<file path="config.mk">
export PLATFORM = sky130hd
export DESIGN_NAME = cpu_core_flat
export DESIGN_NICKNAME = d
export VERILOG_FILES = /design/src/rtl/cpu_pkg.sv /design/src/rtl/cpu_if.sv /design/src/rtl/cpu_alu.sv /design/src/rtl/cpu_core.sv /design/src/flat_wrapper.sv
export SDC_FILE = /design/constraint.sdc
export NUM_CORES = 1
export LEC_CHECK = 0
export BUFFER_PORTS_ARGS = -buffer_cell sky130_fd_sc_hd__buf_2
export CORE_UTILIZATION = 51
export CTS_CLUSTER_SIZE = 20
export DETAILED_ROUTE_END_ITERATION = 7
export HOLD_SLACK_MARGIN = 0.05
export PLACE_DENSITY = 0.71
export SLEW_MARGIN = 20
export SYNTH_ARGS = -nofsm -noshare
export SYNTH_HDL_FRONTEND = slang
export SYNTH_SLANG_ARGS = --single-unit
</file>
<file path="constraint.sdc">
create_clock -name clk -period 11.7 [get_ports clk]
set_input_delay 1.17 -clock clk [delete_from_list [all_inputs] [get_ports clk]]
set_output_delay 1.17 -clock clk [all_outputs]
set_load 0.01 [all_outputs]
</file>
<file path="src/rtl/cpu_pkg.sv">
// Shared constants, opcodes and enums for the 8-bit accumulator CPU.
// Imported by the memory interface, the ALU and the core.
package cpu_pkg;

    localparam int unsigned DATA_W = 8;
    localparam int unsigned OPND_W = 16;
    localparam int unsigned PROD_W = 2 * DATA_W;

    localparam logic [DATA_W-1:0] OP_NOP = 8'h00;
    localparam logic [DATA_W-1:0] OP_LDI = 8'h01;
    localparam logic [DATA_W-1:0] OP_LDA = 8'h02;
    localparam logic [DATA_W-1:0] OP_STA = 8'h03;
    localparam logic [DATA_W-1:0] OP_ADD = 8'h04;
    localparam logic [DATA_W-1:0] OP_SUB = 8'h05;
    localparam logic [DATA_W-1:0] OP_MUL = 8'h06;
    localparam logic [DATA_W-1:0] OP_JMP = 8'h07;
    localparam logic [DATA_W-1:0] OP_JZ  = 8'h08;
    localparam logic [DATA_W-1:0] OP_JNZ = 8'h09;
    localparam logic [DATA_W-1:0] OP_DEC = 8'h0A;
    localparam logic [DATA_W-1:0] OP_HLT = 8'hFF;

    typedef enum logic [2:0] {
        S_FETCH,
        S_OPLO,
        S_OPHI,
        S_EXEC,
        S_HALT
    } state_e;

    typedef enum logic [2:0] {
        ALU_PASS,
        ALU_ADD,
        ALU_SUB,
        ALU_MUL,
        ALU_DEC
    } alu_op_e;

    // Opcodes 01..09 carry at least one operand byte after the opcode.
    function automatic logic has_operand(input logic [DATA_W-1:0] op);
        return (op >= OP_LDI) && (op <= OP_JNZ);
    endfunction

endpackage

</file>
<file path="src/rtl/cpu_if.sv">
// Byte-wide memory port between the core (master) and an external memory (slave).
// Read data is a combinational function of mem_addr; writes commit on the rising edge.
interface cpu_if
    import cpu_pkg::*;
#(
    parameter int unsigned ADDR_W = 16
) ();

    logic [ADDR_W-1:0] mem_addr;
    logic [DATA_W-1:0] mem_rdata;
    logic [DATA_W-1:0] mem_wdata;
    logic              mem_we;

    modport master (
        output mem_addr,
        output mem_wdata,
        output mem_we,
        input  mem_rdata
    );

    modport slave (
        input  mem_addr,
        input  mem_wdata,
        input  mem_we,
        output mem_rdata
    );

endinterface

</file>
<file path="src/rtl/cpu_alu.sv">
// Combinational ALU: PASS/ADD/SUB/MUL/DEC on the accumulator and a memory byte.
// Zero and carry/borrow are produced for every op; the core decides which to keep.
module cpu_alu
    import cpu_pkg::*;
(
    input  alu_op_e           i_op,
    input  logic [DATA_W-1:0] i_a,
    input  logic [DATA_W-1:0] i_b,
    output logic [DATA_W-1:0] o_res_c,
    output logic              o_zero_c,
    output logic              o_carry_c
);

    logic [DATA_W:0]   w_sum;
    logic [PROD_W-1:0] w_prod;

    always_comb begin
        o_res_c   = i_b;
        o_carry_c = 1'b0;
        w_sum     = '0;
        w_prod    = '0;
        case (i_op)
            ALU_ADD: begin
                w_sum     = {1'b0, i_a} + {1'b0, i_b};
                o_res_c   = w_sum[DATA_W-1:0];
                o_carry_c = w_sum[DATA_W];
            end
            ALU_SUB: begin
                o_res_c   = i_a - i_b;
                o_carry_c = (i_a < i_b);
            end
            ALU_MUL: begin
                // Carry flags any information lost in the high product byte.
                w_prod    = PROD_W'(i_a) * PROD_W'(i_b);
                o_res_c   = w_prod[DATA_W-1:0];
                o_carry_c = |w_prod[PROD_W-1:DATA_W];
            end
            ALU_DEC: begin
                o_res_c   = i_a - DATA_W'(1);
                o_carry_c = (i_a == '0);
            end
            default: ;
        endcase
        o_zero_c = (o_res_c == '0);
    end

endmodule

</file>
<file path="src/rtl/cpu_core.sv">
// Multi-cycle 8-bit accumulator CPU: FETCH/OPLO/OPHI/EXEC/HALT, one memory access per cycle.
// The memory address is registered one state ahead so it always matches the current state.
module cpu_core
    import cpu_pkg::*;
#(
    parameter int unsigned       ADDR_W   = 16,
    parameter logic [ADDR_W-1:0] RESET_PC = ADDR_W'(16'h0000)
) (
    input  logic              clk,
    input  logic              rst,
    cpu_if.master             mem,
    output logic              halted,
    output logic [DATA_W-1:0] acc_out,
    output logic [ADDR_W-1:0] pc_out
);

    state_e            r_state;
    logic [ADDR_W-1:0] r_pc;
    logic [DATA_W-1:0] r_acc;
    logic              r_z;
    logic              r_c;
    logic [DATA_W-1:0] r_opcode;
    logic [DATA_W-1:0] r_oplo;
    logic [ADDR_W-1:0] r_operand;
    logic [ADDR_W-1:0] r_mem_addr;
    logic [DATA_W-1:0] r_mem_wdata;
    logic              r_mem_we;
    logic              r_halted;

    logic [ADDR_W-1:0] w_pc_inc;
    logic [ADDR_W-1:0] w_operand;
    alu_op_e           w_alu_op;
    logic [DATA_W-1:0] w_alu_res;
    logic              w_alu_z;
    logic              w_alu_c;

    assign w_pc_inc  = r_pc + ADDR_W'(1);
    assign w_operand = ADDR_W'({mem.mem_rdata, r_oplo});

    // ALU op follows the opcode only in EXEC; LDI in OPLO uses the PASS default.
    always_comb begin
        w_alu_op = ALU_PASS;
        if (r_state == S_EXEC) begin
            case (r_opcode)
                OP_ADD:  w_alu_op = ALU_ADD;
                OP_SUB:  w_alu_op = ALU_SUB;
                OP_MUL:  w_alu_op = ALU_MUL;
                OP_DEC:  w_alu_op = ALU_DEC;
                default: w_alu_op = ALU_PASS;
            endcase
        end
    end

    cpu_alu u_alu (
        .i_op      (w_alu_op),
        .i_a       (r_acc),
        .i_b       (mem.mem_rdata),
        .o_res_c   (w_alu_res),
        .o_zero_c  (w_alu_z),
        .o_carry_c (w_alu_c)
    );

    always_ff @(posedge clk) begin
        if (!rst) begin
            r_state     <= S_FETCH;
            r_pc        <= RESET_PC;
            r_acc       <= '0;
            r_z         <= 1'b0;
            r_c         <= 1'b0;
            r_opcode    <= OP_NOP;
            r_oplo      <= '0;
            r_operand   <= '0;
            r_mem_addr  <= RESET_PC;
            r_mem_wdata <= '0;
            r_mem_we    <= 1'b0;
            r_halted    <= 1'b0;
        end else begin
            r_mem_we <= 1'b0;
            case (r_state)
                S_FETCH: begin
                    r_opcode   <= mem.mem_rdata;
                    r_pc       <= w_pc_inc;
                    r_mem_addr <= w_pc_inc;
                    if (mem.mem_rdata == OP_HLT) begin
                        r_state  <= S_HALT;
                        r_halted <= 1'b1;
                    end else if (has_operand(mem.mem_rdata)) begin
                        r_state <= S_OPLO;
                    end else begin
                        r_state <= S_EXEC;
                    end
                end

                S_OPLO: begin
                    r_pc       <= w_pc_inc;
                    r_mem_addr <= w_pc_inc;
                    if (r_opcode == OP_LDI) begin
                        r_acc   <= w_alu_res;
                        r_z     <= w_alu_z;
                        r_state <= S_FETCH;
                    end else begin
                        r_oplo  <= mem.mem_rdata;
                        r_state <= S_OPHI;
                    end
                end

                S_OPHI: begin
                    r_pc        <= w_pc_inc;
                    r_operand   <= w_operand;
                    r_mem_addr  <= w_operand;
                    r_mem_we    <= (r_opcode == OP_STA);
                    r_mem_wdata <= r_acc;
                    r_state     <= S_EXEC;
                end

                S_EXEC: begin
                    r_state    <= S_FETCH;
                    r_mem_addr <= r_pc;
                    case (r_opcode)
                        OP_LDA: begin
                            r_acc <= w_alu_res;
                            r_z   <= w_alu_z;
                        end
                        OP_ADD, OP_SUB, OP_MUL, OP_DEC: begin
                            r_acc <= w_alu_res;
                            r_z   <= w_alu_z;
                            r_c   <= w_alu_c;
                        end
                        OP_JMP: begin
                            r_pc       <= r_operand;
                            r_mem_addr <= r_operand;
                        end
                        OP_JZ: begin
                            if (r_z) begin
                                r_pc       <= r_operand;
                                r_mem_addr <= r_operand;
                            end
                        end
                        OP_JNZ: begin
                            if (!r_z) begin
                                r_pc       <= r_operand;
                                r_mem_addr <= r_operand;
                            end
                        end
                        default: ;
                    endcase
                end

                S_HALT: ;

                default: r_state <= S_FETCH;
            endcase
        end
    end

    // Gating with rst keeps an STA caught by reset in EXEC from ever writing.
    assign mem.mem_we    = r_mem_we & rst;
    assign mem.mem_addr  = r_mem_addr;
    assign mem.mem_wdata = r_mem_wdata;
    assign halted        = r_halted;
    assign acc_out       = r_acc;
    assign pc_out        = r_pc;

endmodule

</file>
<file path="src/flat_wrapper.sv">
// flat-port wrapper written by rule: the top's interface ports become plain ports
module cpu_core_flat import cpu_pkg::*;
#(
    parameter int unsigned       ADDR_W   = 16,
    parameter logic [ADDR_W-1:0] RESET_PC = ADDR_W'(16'h0000)
)
  (clk, rst, halted, acc_out, pc_out, mem_mem_addr, mem_mem_wdata, mem_mem_we, mem_mem_rdata);
  cpu_if #(.ADDR_W(ADDR_W)) mem_i ();
  input  logic clk;
  input  logic rst;
  output logic halted;
  output logic [DATA_W-1:0] acc_out;
  output logic [ADDR_W-1:0] pc_out;
  output wire logic [$bits(mem_i.mem_addr)-1:0] mem_mem_addr;
  output wire logic [$bits(mem_i.mem_wdata)-1:0] mem_mem_wdata;
  output wire logic [$bits(mem_i.mem_we)-1:0] mem_mem_we;
  input wire logic [$bits(mem_i.mem_rdata)-1:0] mem_mem_rdata;
  assign mem_mem_addr = mem_i.mem_addr;
  assign mem_mem_wdata = mem_i.mem_wdata;
  assign mem_mem_we = mem_i.mem_we;
  assign mem_i.mem_rdata = mem_mem_rdata;
  cpu_core #(.ADDR_W(ADDR_W), .RESET_PC(RESET_PC)) u_core (.clk(clk), .rst(rst), .mem(mem_i), .halted(halted), .acc_out(acc_out), .pc_out(pc_out));
endmodule
</file>
After elaboration in Yosys (flattened, before gate mapping)
Index checks and enable logic that the tools add are counted.
Word-level totals
  output and inout bits: 50
  memories kept: 0
  bits of input ports: 10
  RAM bits: 0
  bits in latches: 0
  bits in registers: 86
  logic and storage cells: 72
  bits in read-only memories: 0
Operators by class
  equality and inequality tests: 21
  divide/modulo/power cells: 0
  muxes and demuxes: 18
  add/sub/neg operators: 4
  shifts and indexed selects: 0
  multipliers: 1
  bitwise operators: 2
  reduce and logical (&&, ||, !) cells: 13
  magnitude comparators: 2
Operators with widths (number)
  one-hot mux 16 bit (3 select lines): 2
  == test 8 x 3 -> 1 bit, second input constant: 4
  two-way mux 16 bit: 2
  one-hot mux 16 bit (2 select lines): 1
  one-hot mux 8 bit (4 select lines): 1
  == test 8 x 4 -> 1 bit, second input constant: 3
  one-hot mux 3 bit (4 select lines): 2
  adder 16 x 1 -> 16 bit, second input constant: 1
  == test 8 x 2 -> 1 bit, second input constant: 2
  two-way mux 8 bit: 2
  one-hot mux 8 bit (2 select lines): 1
  == test 3 x 2 -> 1 bit, second input constant: 4
  adder 8 bit: 1
  == test 8 x 1 -> 1 bit, second input constant: 1
  == test 8 bit, second input constant: 1
  >= comparator 8 x 1 -> 1 bit, second input constant: 1
  less-or-equal comparator 8 x 4 -> 1 bit, second input constant: 1
  logical NOT 8 bit: 1
  multiplier 8 x 8 -> 8 bit: 1
  subtractor 8 x 1 -> 8 bit, second input constant: 1
  subtractor 8 bit: 1
  == test 3 x 1 -> 1 bit, second input constant: 2
  == test 3 bit, second input constant: 2
  two-way mux 3 bit: 2
  16 further kinds: 21

Longest topological paths before layout
  word-level depth: 8
  gate-level depth with buffers: 19
  depth with buffers taken out: 17

Modules after synthesis
Synthesis repeated with hierarchy kept, for this count alone.
Second synthesis, totals
  cells, all modules: 943
  area total of the unflattened synthesis: 7517.2 um^2
By module, submodules not included
  cpu_core: area an instance 4249.1 um^2, instances 1, sequential area each 1721.7 um^2, cells an instance 526
  cpu_alu: area an instance 3268.1 um^2, instances 1, sequential area each 0.0 um^2, cells an instance 417

Worst setup path after synthesis
Ideal clock, no wire load.
  kind: input to register
  from: input mem_mem_rdata[2]
  to: register u_core.r_acc[7] (netlist: u_core.acc_out[7])
  data required time: 11.584 ns
  buffers on the path: 2
  arrival: 5.227 ns
  slack: 6.357 ns
  stages on the path: 19
  setup time: 0.116 ns
  cell sequence: clkbuf_1 > clkbuf_1 > and2_1 > fa_1 > inv_1 > fa_1 > inv_1 > ha_1 > inv_1 > fa_1 > inv_1 > ha_1 > a21o_1 > a21oi_1 > xnor3_1 > xnor3_1 > o211ai_2 > or3b_1 > o211a_1
Between the ends
  longest elaborated chain between the ends: 4
  elaborated cells on any way between the ends: 7
  classes of those cells: add/sub (2); mul (1); mux (4)
Ends and longest elaborated chain
  from (decl): line flat_wrapper.sv:17  | input wire logic [$bits(mem_i.mem_rdata)-1:0] mem_mem_rdata;
  multiplier 8 x 8 -> 8 bit (tied with other cells): line cpu_alu.sv:34  | w_prod = PROD_W'(i_a) * PROD_W'(i_b);
  one-hot mux 8 bit (4 select lines) *: line cpu_alu.sv:22  | case (i_op)
  two-way mux 8 bit, on equally long branches: line cpu_core.sv:119, cpu_core.sv:97
  one-hot mux 8 bit (2 select lines) *: line cpu_core.sv:79  | case (r_state)
  to (signal assigned): line cpu_core.sv:98  | r_acc <= w_alu_res;
  to (signal assigned): line cpu_core.sv:121  | r_acc <= w_alu_res;
  to (signal assigned): line cpu_core.sv:125  | r_acc <= w_alu_res;
  to (decl): line cpu_core.sv:19  | logic [DATA_W-1:0] r_acc;
Mark *: on every way between the ends. The rest lies on a longest branch, timed or not. The select of a mux whose other input is x is not followed.
A chain may end at the register's enable or synchronous reset.

Worst setup path in the final report
  from: input mem_mem_rdata[2]
  to: register u_core.r_z
Between the ends
  longest elaborated chain between the ends: 5
  elaborated cells on any way between the ends: 8
  classes of those cells: add/sub (2); mul (1); mux (4); reduce/logical (1)
Ends and longest elaborated chain
  multiplier 8 x 8 -> 8 bit (tied with other cells): line cpu_alu.sv:34
  one-hot mux 8 bit (4 select lines) *: line cpu_alu.sv:22
  logical NOT 8 bit *: line cpu_alu.sv:44  | o_zero_c = (o_res_c == '0);
  two-way mux 1 bit, on equally long branches: line cpu_core.sv:119, cpu_core.sv:97
  one-hot mux 1 bit (2 select lines) *: line cpu_core.sv:79
  to (signal assigned): line cpu_core.sv:99  | r_z <= w_alu_z;
  to (signal assigned): line cpu_core.sv:122  | r_z <= w_alu_z;
  to (signal assigned): line cpu_core.sv:126  | r_z <= w_alu_z;
  to (decl): line cpu_core.sv:20  | logic r_z;
Marks and branches as above.

==> impl_metrics.tcl <==
set metrics [dict create \
    rows 38 \
    totalWireLength_um 16300 \
    post_drt_wl_per_cell_um 18.3 \
    drtPass1Iterations 5 \
    vias_per_cell 6.10 \
    synth_area_um2 5890 \
    critPathCaptureType "flip-flop" \
    rsz0062_at_grt "no" \
    cts_tree "done" \
    critPathTopFamily "adder cells" \
    num_io_pins 60 \
    ys_warn_count 0 \
    critPathLaunch "mem_mem_rdata[2]" \
    die_w_um 110 \
    syn_inst 719 \
    r2r-start "u_core.acc_out[0]$_SDFFE_PN0P_" \
    ctsRootBufferMaster "clkbuf_16" \
    hold_start "u_core.r_operand[1]$_SDFFE_PN0P_" \
    grt_max_degree 89 \
    dp_cells 877 \
    post_cts_resize_count 0 \
    clock_latency_ns 0.34 \
    synth.avg_cell_area_um2 8.20 \
    drt_iter0_drc 388 \
    area_growth_syn_to_layout_pct 10.2 \
    syn-num-nets 769 \
    setup_viol 0 \
    fin_nets 798 \
    htree_levels 3 \
    antenna_found_initial 0 \
    outcome "completed" \
    grt_overflow 0 \
    synth-async-reset-ratio_pct 0 \
    crit_chain "buf_2 > and2_1 > ha_1 > fa_1 > ha_1 > inv_1 > fa_1 > inv_1 > fa_1 > a21o_1 > a21oi_1 > xnor3_1 > xnor3_1 > o211ai_2 > or3b_1 > o31ai_2" \
    fill_cells 1015 \
    maxCapViolCount 0 \
    worst-path-max-fanout 18 \
    final_hold_viol_count 0 \
    ys_seq_area_share_pct 29.2 \
    cp_num_buf_inv 3 \
    period_share_pct 44.0 \
    cts_max_path_buffers 2 \
    required_ns 11.96 \
    ys_ff_latch 86 \
    cts_made_buffers 9 \
    insertedDiodeCount 0 \
    grt_usage_pct 28.8 \
    crit_path_start_kind "primary input" \
    drive_above_1_share_pct 14.2 \
    vias 5443 \
    crit_type "in -> reg" \
    dieArea_um2 12000 \
    p_leak_nw 2.75 \
    synthTopCellsByArea "dfxtp_1 29%, nand2_1 7.0%, ha_1 5.7%" \
    fin_crit_ns 5.15 \
    drc_errors 0 \
    fmax_mhz 194 \
    port_buffers 59 \
    path_clk_slew_ns 0.06 \
    grt_pass1_vias 5221 \
    holdBufCountCts 0 \
    yosysUniqueCellTypes 75 \
    power_density_nw_per_um2 131 \
    relSlewSlack_pct 29.2 \
    skew_ns 0.00733 \
    start_util_pct 53.4 \
    cts.sinks 86 \
    coreArea_um2 11000 \
    stdcell_count 893 \
    die_h_um 110 \
    final-max-slew-violation-count 0 \
    synth_top_area_share_pct 29.2 \
    min_path_type "reg -> reg" \
    cpPeakStageDelay_ns 0.53 \
    ant_nets 0 \
    worstMarginPinSlew_ns 1.06 \
    grt_pass1_wl_um 26300 \
    path_common_cell "fa_1" \
    cp.arrival_ns 5.41 \
    synth.largest_area_cell "dfxtp_1" \
    synth_edf_count 0 \
    ir_worst_vdd_mv 0.0956 \
    cp_slowest_cell "fa_1" \
    ys.flop_type "dfxtp_1" \
    cts_setup_buffers 0 \
    fin_tns_setup_ns 0 \
    dp_hpwl_um 11100 \
    place_congestion 0.928 \
]
==> cell usage in the layout, fill, tap and decap left out, drive strengths merged, types with 5 or more instances in the layout <==
master / netlist / final
nand2: 110 / 110
dfxtp: 86 / 86
buf: 12 / 69
a21oi: 43 / 43
nor2: 42 / 42
o21ai: 36 / 36
a21boi: 35 / 35
inv: 31 / 31
and2: 29 / 29
ha: 27 / 27
mux2i: 21 / 21
nand3: 19 / 19
xnor2: 16 / 16
nor3: 16 / 16
fa: 13 / 13
clkbuf: 38 / 13
nor2b: 11 / 11
xor2: 11 / 11
o211ai: 8 / 8
o211a: 6 / 6
o221ai: 6 / 6
o221a: 6 / 6
nand2b: 5 / 5
o21a: 5 / 5
a221oi: 5 / 5
a22oi: 5 / 5
and3: 5 / 5
nor4: 5 / 5
or4: 5 / 5
==> registers in the layout, indices dropped and copies added (netlist names) <==
register	flops
u_core.pc_out	16
u_core.r_mem_we	1
u_core.r_z	1
u_core.acc_out	8
u_core.r_operand	16
u_core.r_oplo	8
u_core.mem.mem_addr	16
u_core.r_opcode	8
u_core.halted	1
u_core.r_state	3
u_core.mem.mem_wdata	8
==> cell type report <==
type                       instances  area, µm²  share of cell area (%)
inverter                          31        116                    1.79
sequential                        86       1720                    26.5
timing repair buffer              69        370                    5.70
clock buffer                      13        250                    3.85
multi-input combinational        551       3820                    58.8
clock inverter                     3       43.8                   0.674
tap                              140        175                    2.70
==> worst paths after layout <==
check,slack [ns],end,cells past startpoint
setup / recovery,6.55,u_core.r_z$_SDFFE_PN0P_,16
hold / removal,0.47,u_core.r_operand[1]$_SDFFE_PN0P_,2
setup reg to reg,7.11,u_core.r_z$_SDFFE_PN0P_,17
hold reg to reg,0.47,u_core.r_operand[1]$_SDFFE_PN0P_,2
==> per-stage QoR <==
step	setup WS, ns	instance area, µm²	total power [mW]	utilization (%)	hold WS [ns]
final	6.55	6490	0.853	58.9	0.468
after global routing	6.41	6490	0.895	58.9	0.499
after CTS	6.59	6490	0.857	58.9	0.467
after detailed placement	6.22	6200	0.567	56.2	0.458
after global placement	6.40	6200	0.562	56.2	0.452
after floorplan	6.36	5890	0.504	-	0.443
==> worst reg2reg max path, stage by stage, from the launching register on <==
cell and delay (ns):
dfxtp_1 0.62, and2_1 0.23, fa_1 0.18, inv_1 0.05
fa_1 0.53, inv_1 0.04, ha_1 0.27, inv_1 0.05
fa_1 0.53, inv_1 0.04, ha_1 0.32, a21o_1 0.17
a21oi_1 0.16, xnor3_1 0.24, xnor3_1 0.40, o211ai_2 0.08
or3b_1 0.41, o31ai_2 0.19
==> where the power goes <==
group / internal [mW] / total [mW] / switching (mW)
clock: 0.172 / 0.288 / 0.117
combinational: 0.0817 / 0.209 / 0.127
sequential: 0.319 / 0.356 / 0.0363
==> routing by layer <==
layer / global-route usage, % / wire length (µm) / vias to the layer above
met4: 8.95 / 269 / 0
met5: 0 / 0 / -
met3: 9.07 / 1430 / 29
met2: 45.5 / 7510 / 223
li1: - / - / 2586
met1: 37.5 / 7090 / 2605
==> cells by family after synthesis <==
logic type / count (synthesis) / synth area share (%)
muxes: 21 / 3.57
DFF: 86 / 29.2
xor gates and xnor gates: 29 / 4.78
buffers and inverters: 82 / 6.24
and+or+nand+nor: 272 / 23.5
AOI/OAI and AO/OA: 189 / 22.6
adders and majority gates: 40 / 10.1
==> synth_stat cells, types with 5 or more instances <==
library cell / instances
a21boi_0: 35
a21oi_1: 42
a221oi_1: 5
a22oi_1: 5
and2_1: 29
and3_1: 5
buf_6: 5
clkbuf_1: 38
dfxtp_1: 86
fa_1: 13
ha_1: 27
inv_1: 31
mux2i_1: 21
nand2_1: 110
nand2b_1: 5
nand3_1: 18
nor2_1: 42
nor2b_1: 11
nor3_1: 15
o211a_1: 6
o211ai_1: 5
o21a_1: 5
o21ai_0: 36
o221ai_1: 6
xnor2_1: 16
xor2_1: 11
Power figures use the tool's default switching activity.
